`src/rtl/ps2_scan_fifo_rx_if.sv`:
```
// Bus bundle for the PS/2 scan-code receiver: line inputs, enable/pop controls and FIFO head/status.
// The FIFO_DEPTH parameter here must match the one given to ps2_scan_fifo_rx.
interface ps2_scan_fifo_rx_if #(
  parameter int unsigned FIFO_DEPTH = 8
);
  localparam int unsigned CW = $clog2(FIFO_DEPTH) + 1;

  logic          en;
  logic          ps2d;
  logic          ps2c;
  logic          rd;
  logic          valid;
  logic [7:0]    key_code;
  logic          key_ext;
  logic          key_brk;
  logic          full;
  logic [CW-1:0] count;
  logic          parity_err;
  logic          frame_err;
  logic          overflow;

  modport master (
    output en, ps2d, ps2c, rd,
    input  valid, key_code, key_ext, key_brk, full, count, parity_err, frame_err, overflow
  );

  modport slave (
    input  en, ps2d, ps2c, rd,
    output valid, key_code, key_ext, key_brk, full, count, parity_err, frame_err, overflow
  );
endinterface

```
`src/rtl/ps2_scan_fifo_rx.sv`:
```
// PS/2 keyboard receiver: filtered clock, framed byte capture with parity/stop/timeout checks,
// E0/F0 prefix decode and a show-ahead key-event FIFO.
module ps2_scan_fifo_rx #(
  parameter int unsigned FILTER_LEN  = 8,
  parameter int unsigned FIFO_DEPTH  = 8,
  parameter int unsigned TIMEOUT_CYC = 50000,
  parameter int unsigned BREAK_MODE  = 0
) (
  input logic              clk,
  input logic              rst,
  ps2_scan_fifo_rx_if.slave bus
);
  localparam int unsigned AW = $clog2(FIFO_DEPTH);
  localparam int unsigned CW = AW + 1;
  localparam int unsigned TW = $clog2(TIMEOUT_CYC + 1);

  typedef enum logic [1:0] {S_IDLE, S_DATA, S_PAR, S_STOP} state_t;

  // Synchronisers and clock glitch filter
  logic                  c_s1_q, c_s2_q, d_s1_q, d_s2_q;
  logic [FILTER_LEN-1:0] flt_q, flt_d;
  logic                  lvl_q, lvl_d, fall_q;

  always_comb begin
    flt_d = {flt_q[FILTER_LEN-2:0], c_s2_q};
    lvl_d = lvl_q;
    if (&flt_d)       lvl_d = 1'b1;
    else if (~|flt_d) lvl_d = 1'b0;
  end

  always_ff @(posedge clk) begin
    if (!rst) begin
      c_s1_q <= 1'b1;
      c_s2_q <= 1'b1;
      d_s1_q <= 1'b1;
      d_s2_q <= 1'b1;
      flt_q  <= '1;
      lvl_q  <= 1'b1;
      fall_q <= 1'b0;
    end else begin
      c_s1_q <= bus.ps2c;
      c_s2_q <= c_s1_q;
      d_s1_q <= bus.ps2d;
      d_s2_q <= d_s1_q;
      flt_q  <= flt_d;
      lvl_q  <= lvl_d;
      fall_q <= lvl_q & ~lvl_d;
    end
  end

  // Frame FSM with timeout; clr_pfx_q marks errors that must wipe the prefix flags
  state_t        st_q;
  logic [2:0]    bit_q;
  logic [7:0]    sh_q;
  logic          par_q;
  logic [TW-1:0] tmo_q;
  logic          byte_rdy_q, perr_q, ferr_q, clr_pfx_q;

  always_ff @(posedge clk) begin
    if (!rst) begin
      st_q       <= S_IDLE;
      bit_q      <= '0;
      sh_q       <= '0;
      par_q      <= 1'b0;
      tmo_q      <= '0;
      byte_rdy_q <= 1'b0;
      perr_q     <= 1'b0;
      ferr_q     <= 1'b0;
      clr_pfx_q  <= 1'b0;
    end else begin
      byte_rdy_q <= 1'b0;
      perr_q     <= 1'b0;
      ferr_q     <= 1'b0;
      clr_pfx_q  <= 1'b0;
      if (!bus.en) begin
        st_q  <= S_IDLE;
        tmo_q <= '0;
      end else if (st_q == S_IDLE) begin
        tmo_q <= '0;
        if (fall_q && !d_s2_q) begin
          st_q  <= S_DATA;
          bit_q <= '0;
        end
      end else if (fall_q) begin
        tmo_q <= '0;
        case (st_q)
          S_DATA: begin
            sh_q  <= {d_s2_q, sh_q[7:1]};
            bit_q <= bit_q + 3'd1;
            if (bit_q == 3'd7) st_q <= S_PAR;
          end
          S_PAR: begin
            par_q <= d_s2_q;
            st_q  <= S_STOP;
          end
          default: begin
            st_q <= S_IDLE;
            if (!(^{sh_q, par_q})) begin
              perr_q    <= 1'b1;
              clr_pfx_q <= 1'b1;
            end else if (!d_s2_q) begin
              ferr_q    <= 1'b1;
              clr_pfx_q <= 1'b1;
            end else begin
              byte_rdy_q <= 1'b1;
            end
          end
        endcase
      end else if (tmo_q == TW'(TIMEOUT_CYC - 1)) begin
        ferr_q <= 1'b1;
        st_q   <= S_IDLE;
        tmo_q  <= '0;
      end else begin
        tmo_q <= tmo_q + TW'(1);
      end
    end
  end

  // Prefix decoder and FIFO control
  logic          ext_q, ext_d, brk_q, brk_d;
  logic          evt_c, pop_c, push_c, ovf_d;
  logic [CW-1:0] cnt_q, cnt_d;
  logic [AW-1:0] wr_ptr_q, rd_ptr_q;
  logic          valid_q, full_q, ovf_q;
  logic [9:0]    mem_q [FIFO_DEPTH];

  always_comb begin
    ext_d = ext_q;
    brk_d = brk_q;
    evt_c = 1'b0;
    if (clr_pfx_q) begin
      ext_d = 1'b0;
      brk_d = 1'b0;
    end else if (byte_rdy_q) begin
      if (sh_q == 8'hE0) begin
        ext_d = 1'b1;
      end else if (sh_q == 8'hF0) begin
        brk_d = 1'b1;
      end else begin
        evt_c = brk_q ? (BREAK_MODE != 0) : 1'b1;
        ext_d = 1'b0;
        brk_d = 1'b0;
      end
    end
    pop_c  = bus.rd & valid_q;
    push_c = evt_c & (~full_q | pop_c);
    ovf_d  = evt_c & full_q & ~pop_c;
    cnt_d  = cnt_q + CW'(push_c) - CW'(pop_c);
  end

  always_ff @(posedge clk) begin
    if (!rst) begin
      ext_q    <= 1'b0;
      brk_q    <= 1'b0;
      cnt_q    <= '0;
      wr_ptr_q <= '0;
      rd_ptr_q <= '0;
      valid_q  <= 1'b0;
      full_q   <= 1'b0;
      ovf_q    <= 1'b0;
      for (int i = 0; i < int'(FIFO_DEPTH); i++) mem_q[i] <= '0;
    end else begin
      ext_q   <= ext_d;
      brk_q   <= brk_d;
      cnt_q   <= cnt_d;
      valid_q <= (cnt_d != '0);
      full_q  <= (cnt_d == CW'(FIFO_DEPTH));
      ovf_q   <= ovf_d;
      if (push_c) begin
        mem_q[wr_ptr_q] <= {ext_q, brk_q, sh_q};
        wr_ptr_q        <= wr_ptr_q + AW'(1);
      end
      if (pop_c) rd_ptr_q <= rd_ptr_q + AW'(1);
    end
  end

  assign bus.valid      = valid_q;
  assign bus.key_code   = mem_q[rd_ptr_q][7:0];
  assign bus.key_brk    = mem_q[rd_ptr_q][8];
  assign bus.key_ext    = mem_q[rd_ptr_q][9];
  assign bus.full       = full_q;
  assign bus.count      = cnt_q;
  assign bus.parity_err = perr_q;
  assign bus.frame_err  = ferr_q;
  assign bus.overflow   = ovf_q;
endmodule
```
`src/flat_wrapper.sv`:
```
// flat-port wrapper written by rule: the top's interface ports become plain ports
module ps2_scan_fifo_rx_flat 
#(
  parameter int unsigned FILTER_LEN  = 8,
  parameter int unsigned FIFO_DEPTH  = 8,
  parameter int unsigned TIMEOUT_CYC = 50000,
  parameter int unsigned BREAK_MODE  = 0
)
  (clk, rst, bus_en, bus_ps2d, bus_ps2c, bus_rd, bus_valid, bus_key_code, bus_key_ext, bus_key_brk, bus_full, bus_count, bus_parity_err, bus_frame_err, bus_overflow);
  ps2_scan_fifo_rx_if #(.FIFO_DEPTH(FIFO_DEPTH)) bus_i ();
  input logic clk;
  input logic rst;
  input wire logic [$bits(bus_i.en)-1:0] bus_en;
  input wire logic [$bits(bus_i.ps2d)-1:0] bus_ps2d;
  input wire logic [$bits(bus_i.ps2c)-1:0] bus_ps2c;
  input wire logic [$bits(bus_i.rd)-1:0] bus_rd;
  output wire logic [$bits(bus_i.valid)-1:0] bus_valid;
  output wire logic [$bits(bus_i.key_code)-1:0] bus_key_code;
  output wire logic [$bits(bus_i.key_ext)-1:0] bus_key_ext;
  output wire logic [$bits(bus_i.key_brk)-1:0] bus_key_brk;
  output wire logic [$bits(bus_i.full)-1:0] bus_full;
  output wire logic [$bits(bus_i.count)-1:0] bus_count;
  output wire logic [$bits(bus_i.parity_err)-1:0] bus_parity_err;
  output wire logic [$bits(bus_i.frame_err)-1:0] bus_frame_err;
  output wire logic [$bits(bus_i.overflow)-1:0] bus_overflow;
  assign bus_i.en = bus_en;
  assign bus_i.ps2d = bus_ps2d;
  assign bus_i.ps2c = bus_ps2c;
  assign bus_i.rd = bus_rd;
  assign bus_valid = bus_i.valid;
  assign bus_key_code = bus_i.key_code;
  assign bus_key_ext = bus_i.key_ext;
  assign bus_key_brk = bus_i.key_brk;
  assign bus_full = bus_i.full;
  assign bus_count = bus_i.count;
  assign bus_parity_err = bus_i.parity_err;
  assign bus_frame_err = bus_i.frame_err;
  assign bus_overflow = bus_i.overflow;
  ps2_scan_fifo_rx #(.FILTER_LEN(FILTER_LEN), .FIFO_DEPTH(FIFO_DEPTH), .TIMEOUT_CYC(TIMEOUT_CYC), .BREAK_MODE(BREAK_MODE)) u_core (.clk(clk), .rst(rst), .bus(bus_i));
endmodule
```
`config.mk`:
```
export PLATFORM = sky130hd
export DESIGN_NAME = ps2_scan_fifo_rx_flat
export DESIGN_NICKNAME = d
export VERILOG_FILES = /design/src/rtl/ps2_scan_fifo_rx_if.sv /design/src/rtl/ps2_scan_fifo_rx.sv /design/src/flat_wrapper.sv
export SDC_FILE = /design/constraint.sdc
export NUM_CORES = 1
export LEC_CHECK = 0
export ABC_AREA = 1
export CAP_MARGIN = 20
export CORE_MARGIN = 4
export CORE_UTILIZATION = 61
export CTS_CLUSTER_DIAMETER = 150
export DETAILED_ROUTE_END_ITERATION = 10
export HOLD_SLACK_MARGIN = 0.02
export PLACE_DENSITY = 0.78
export SLEW_MARGIN = 20
export SYNTH_ARGS = -nofsm -noshare
export SYNTH_HDL_FRONTEND = slang
export SYNTH_SLANG_ARGS = --single-unit
```
`constraint.sdc`:
```
create_clock -name clk -period 2.5 [get_ports clk]
set_input_delay 0.5 -clock clk [delete_from_list [all_inputs] [get_ports clk]]
set_output_delay 0.5 -clock clk [all_outputs]
set_load 0.1 [all_outputs]
```
Yosys cells after proc, flatten, opt, wreduce, memory -nomap -nowiden
Memory sizes are Yosys's and may differ from the RTL's. A register that Yosys moved wholly into a read port is not among the register bits.
Index checks and enable logic that the tools add are counted.
- add/sub/neg operators: 6
- multipliers: 0
- divide/modulo/power cells: 0
- $lt $le $gt $ge: 0
- equal/unequal tests: 10
- shifts and indexed selects: 0
- muxes and demuxes: 37
- bitwise gates (word level): 15
- reduce and logical (&&, ||, !) cells: 24
- operators with widths (kind ; number):
    $mux 1 ; 23
    $mux 3 ; 7
    $add 16x1->16 const B ; 1
    $eq 16x16->1 const B ; 1
    $eq 8x8->1 const B ; 2
    $reduce_and 4->1 ; 3
    $mux 10 ; 1
    $mux 2 ; 5
    $reduce_or 10->1 ; 1
    $add 3x1->3 const B ; 3
    $not 1->1 ; 9
    $reduce_xor 9->1 ; 1
    $reduce_and 8->1 ; 1
    $reduce_or 8->1 ; 1
    $reduce_or 7->1 ; 1
    $reduce_and 2->1 ; 3
    $reduce_or 6->1 ; 1
    $and 1x1->1 ; 5
    $reduce_or 5->1 ; 1
    $add 4x1->4 ; 1
    $eq 4x4->1 const B ; 1
    $ne 4x4->1 const B ; 1
    $pmux 2 s2 ; 1
    $reduce_bool 2->1 ; 2
    other kinds (15) ; 16
- register bits after elaboration: 62
- bits in latches: 0
- bits in writable memories: 80
- memory bits (read-only): 0
- input bits: 6
- logic and storage cells: 117
- memories: 1
- memories (name ; depth ; bits a word ; read ports ; clocked after Yosys merged registers in ; write ports ; line ; RTL):
    u_core.mem_q ; 8 ; 10 ; 1 ; 1 ; 8 ; ps2_scan_fifo_rx.sv:125 ; logic [9:0] mem_q [FIFO_DEPTH];

Depth between registers and ports, before layout
- word-level depth: 11
- mapped depth: 15
- depth with buffers taken out: 14

Worst setup path after synthesis
Ideal clock, no wire load.
- path type: register to output
- start: reg with a tool-made name
- end: out bus_key_code[0]
- arrival time: 2.533 ns
- required time: 2.000 ns
- path slack: -0.533 ns
- cell stages (with the launch flop): 6
- path buffers: 1
- cells stage by stage: dfxtp_1 clkbuf_1 nor2_1 nor2_1 o21ai_0 a31oi_1
- RTL lines (element ; line ; RTL):
    to (decl) ; flat_wrapper.sv:18 ; output wire logic [$bits(bus_i.key_code)-1:0] bus_key_code;

==> summary.txt <==
Layout
  – Ant diodes: 0
  – Synth-to-Final Area Change: 26.5%
  – Net count, final: 798
  – Final non-filler cell area: 0.00817 mm²
  – Layout cells sized above 1: 21.5%
  – Fill count: 605
  – Fin util: 79.2%

Synth
  – Top cells by area, synth: edfxtp_1, dfxtp_1, nor2_1
  – Cell Area, Synth: 0.00646 mm²
  – Syn Inst Count: 708
  – #FFs+latches synth: 145
  – Syn avg cell area: 9.13 µm²
  – Most frequent cell after synthesis: nor2_1
  – Top FF cell, synth: edfxtp_1
  – Leading area contributor after synthesis: edfxtp_1
  – Top post-synthesis cells by count: nor2_1, edfxtp_1, nand2_1
  – Asr flop ratio synth: 0%
  – Synth Warn #: 0
  – Synth top area share: 37.2%
  – Seq/Total Area, Yosys: 57.3%
  – Post-synth EDFFs: 80
  – Distinct cells, synth: 37

Critical path
  – Reg2reg setup slack: 0.27 ns
  – WP data arrival: 2.00 ns
  – CP required: 2.00 ns
  – Peak fanout along the critical path: 8
  – Setup crit start kind: register
  – R2R Path End: u_core.mem_q[1][0]
  – Worst Reg-to-Reg Cells: 9
  – Reg2Reg Launch Point: u_core.sh_q[0]
  – Setup CP Type: reg2out
  – Critical path endpoint category: output pin

Die
  – Die height: 111 µm
  – Row count: 37
  – Initial Util: 62.6%
  – I/O Pins: 25
  – Die area: 0.0123 mm²
  – Die width: 111 µm
  – Core ar.: 0.0103 mm²

Power
  – Comb power frac: 33.7%
  – PwrDens: 958 mW/mm²
  – Sw Ratio: 34.8%
  – Static leakage: 3.12 nW
  – Sequential share of power: 35.3%
  – Sw Pwr: 2.73 mW
  – Pint: 5.10 mW
  – VDD IR max: 1.28 mV
  – Clock power frac: 31.0%

STA
  – RSZ-0062 raised after global routing: yes
  – Fmax: 0.400 GHz
  – Final worst slack: 0.00164 ns
  – Crit share post-route: 99.9%
  – Worst-margin pin slew: 0.506 ns
  – Clk_skew: 0.00543 ns
  – Slew Limit Fails: 0
  – Rel. slew slack: 66.1%
  – Final setup viols: 0
  – Post-layout minimum cycle time: 2.50 ns
  – Final hold viol count: 0

CTS
  – Max clock buf depth: 2
  – Sink Count: 145
  – CTS tree: yes
  – Clk_lat worst skew: 0.52 ns
  – Worst-path clk slew: 0.06 ns
  – CTS root buffer: clkbuf_8
  – H-tree Lvls: 4
  – TritonCTS Buffers: 17

Global route
  – Initial antenna violation count: 0
  – Global-route wire length before repair: 24,500 µm
  – Total gr overflow: 0
  – GRT Util Overall: 25.2%
  – Vias in the first global route: 4,964
  – Largest net degree at the start of global routing: 31

Detailed routing
  – Total number of vias: 5,242
  – Via/cell ratio: 5.65
  – Final WL: 15,900 µm
  – Detailed Routing Iterations Pass 1: 5
  – Average wire per standard cell: 17.1 µm
  – Routed Antenna Nets: 0
  – DR iter-0 viols: 523
  – Drc violations: 0

Placement
  – Dpl hpwl: 9750 µm
  – Setup WS pre-CTS: -0.0527 ns
  – Placed Area: 0.00715 mm²
  – Port-buffer cells: 24
  – GPL Wtd Cong: 0.828

Run status
  – Status: complete, no violations

Hold path
  – Hold endpoint: u_core.flt_q[6]
  – Hold depth: 2
  – HP Start: rst
  – Hold Path Class: in2reg

Flow run
  – Max Cap Violations: 0
[cells by family after synthesis]
| logic type | count (synthesis) | synth area share (%) |
|---|---|---|
| xor gates and xnor gates | 10 | 1.36 |
| buffers and inverters | 97 | 6.02 |
| DFF | 145 | 57.3 |
| adders and majority gates | 14 | 2.83 |
| and+or+nand+nor | 326 | 22.9 |
| AOI/OAI and AO/OA | 115 | 9.53 |
| other | 1 | 0.0580 |
[area by class of cell]
type	instances	area, µm²	share of cell area [%]
clock inverters	12	98.8	1.21
flip-flops and latches	145	3710	45.4
clock buffers	20	478	5.85
repair buffers	71	868	10.6
multi-input cells	473	2570	31.4
well taps	136	170	2.08
inverters	70	279	3.41
[power groups by stage]
stage	sequential (mW)	clock (mW)	combinational [mW]
detailed placement	2.77	0	2.21
global placement	2.77	0	2.16
floorplan	3.04	0	1.22
CTS	2.74	2.44	2.34
finish	2.76	2.43	2.64
global route	2.77	2.56	2.76
[sequential cells by signal, summed over array words and instances, names as in the netlist, 2 cells and up, named ones only]
name,cells
u_core.tmo_q,16
u_core.flt_q,7
u_core.rd_ptr_q,3
u_core.bus.count,4
u_core.wr_ptr_q,3
u_core.st_q,2
u_core.bit_q,3
u_core.mem_q,80
u_core.sh_q,8
[cell usage in the layout (no fill, tap or decap), types with 7 or more instances in the layout]
master | synthesis | routed
nand3_1 | 21 | 21
or2_2 | 7 | 7
a31oi_2 | 0 | 8
o21ai_1 | 0 | 29
ha_1 | 13 | 13
a21oi_1 | 30 | 30
xor2_1 | 7 | 7
nor2_2 | 11 | 26
conb_1 | 1 | 8
inv_1 | 63 | 60
o21ai_0 | 60 | 29
dfxtp_1 | 65 | 62
buf_12 | 1 | 15
nor2_1 | 176 | 161
edfxtp_1 | 80 | 80
buf_4 | 1 | 40
nand4_1 | 14 | 14
clkbuf_16 | 0 | 23
o22ai_2 | 0 | 8
nand2_1 | 76 | 76
[critical path, cell delays in order (launching register included)]
cell	delay, ns
dfxtp_4	0.46
buf_12	0.16
o21ai_0	0.14
o22ai_2	0.23
nor2_2	0.08
a31oi_2	0.20
buf_12	0.20
[worst max path at each step]
stage | end | cells past startpoint | slack (ns)
after global routing | bus_key_code[7] | 6 | -0.06
after CTS | bus_key_code[6] | 7 | -0.02
after global placement | u_core.bus.valid | 13 | 0.01
final | bus_key_code[7] | 6 | 0.002
after floorplan | u_core.bus.valid | 13 | 0.06
after detailed placement | u_core.bus.valid | 12 | -0.05
[through the flow]
| stage | TNS (ns) | cells | total power [mW] | hold slack, ns |
|---|---|---|---|---|
| after CTS | -0.0208 | 910 | 7.53 | 0.268 |
| after global placement | 0 | 875 | 4.93 | 0.398 |
| after floorplan | 0 | 715 | 4.26 | 0.393 |
| after global routing | -0.215 | 927 | 8.09 | 0.281 |
| after detailed placement | -0.0527 | 875 | 4.98 | 0.398 |
| final | 0 | 927 | 7.83 | 0.291 |
[metal layers]
layer,GRT usage [%],wire (µm),up-vias
li1,-,-,2492
met1,31.0,6240,2452
met2,42.8,7970,256
met3,6.22,1170,42
met4,9.61,504,0
met5,0,0,-
[repair_timing]
action,in CTS,in global routing
endpoints found under the hold margin,0,0
gates cloned,3,5
gates resized for setup,14,63
pin swaps,4,23
endpoints found under the setup margin,10,10
hold buffers,0,0
buffers inserted,0,12
No activity file was read; power rests on OpenSTA's default activity.
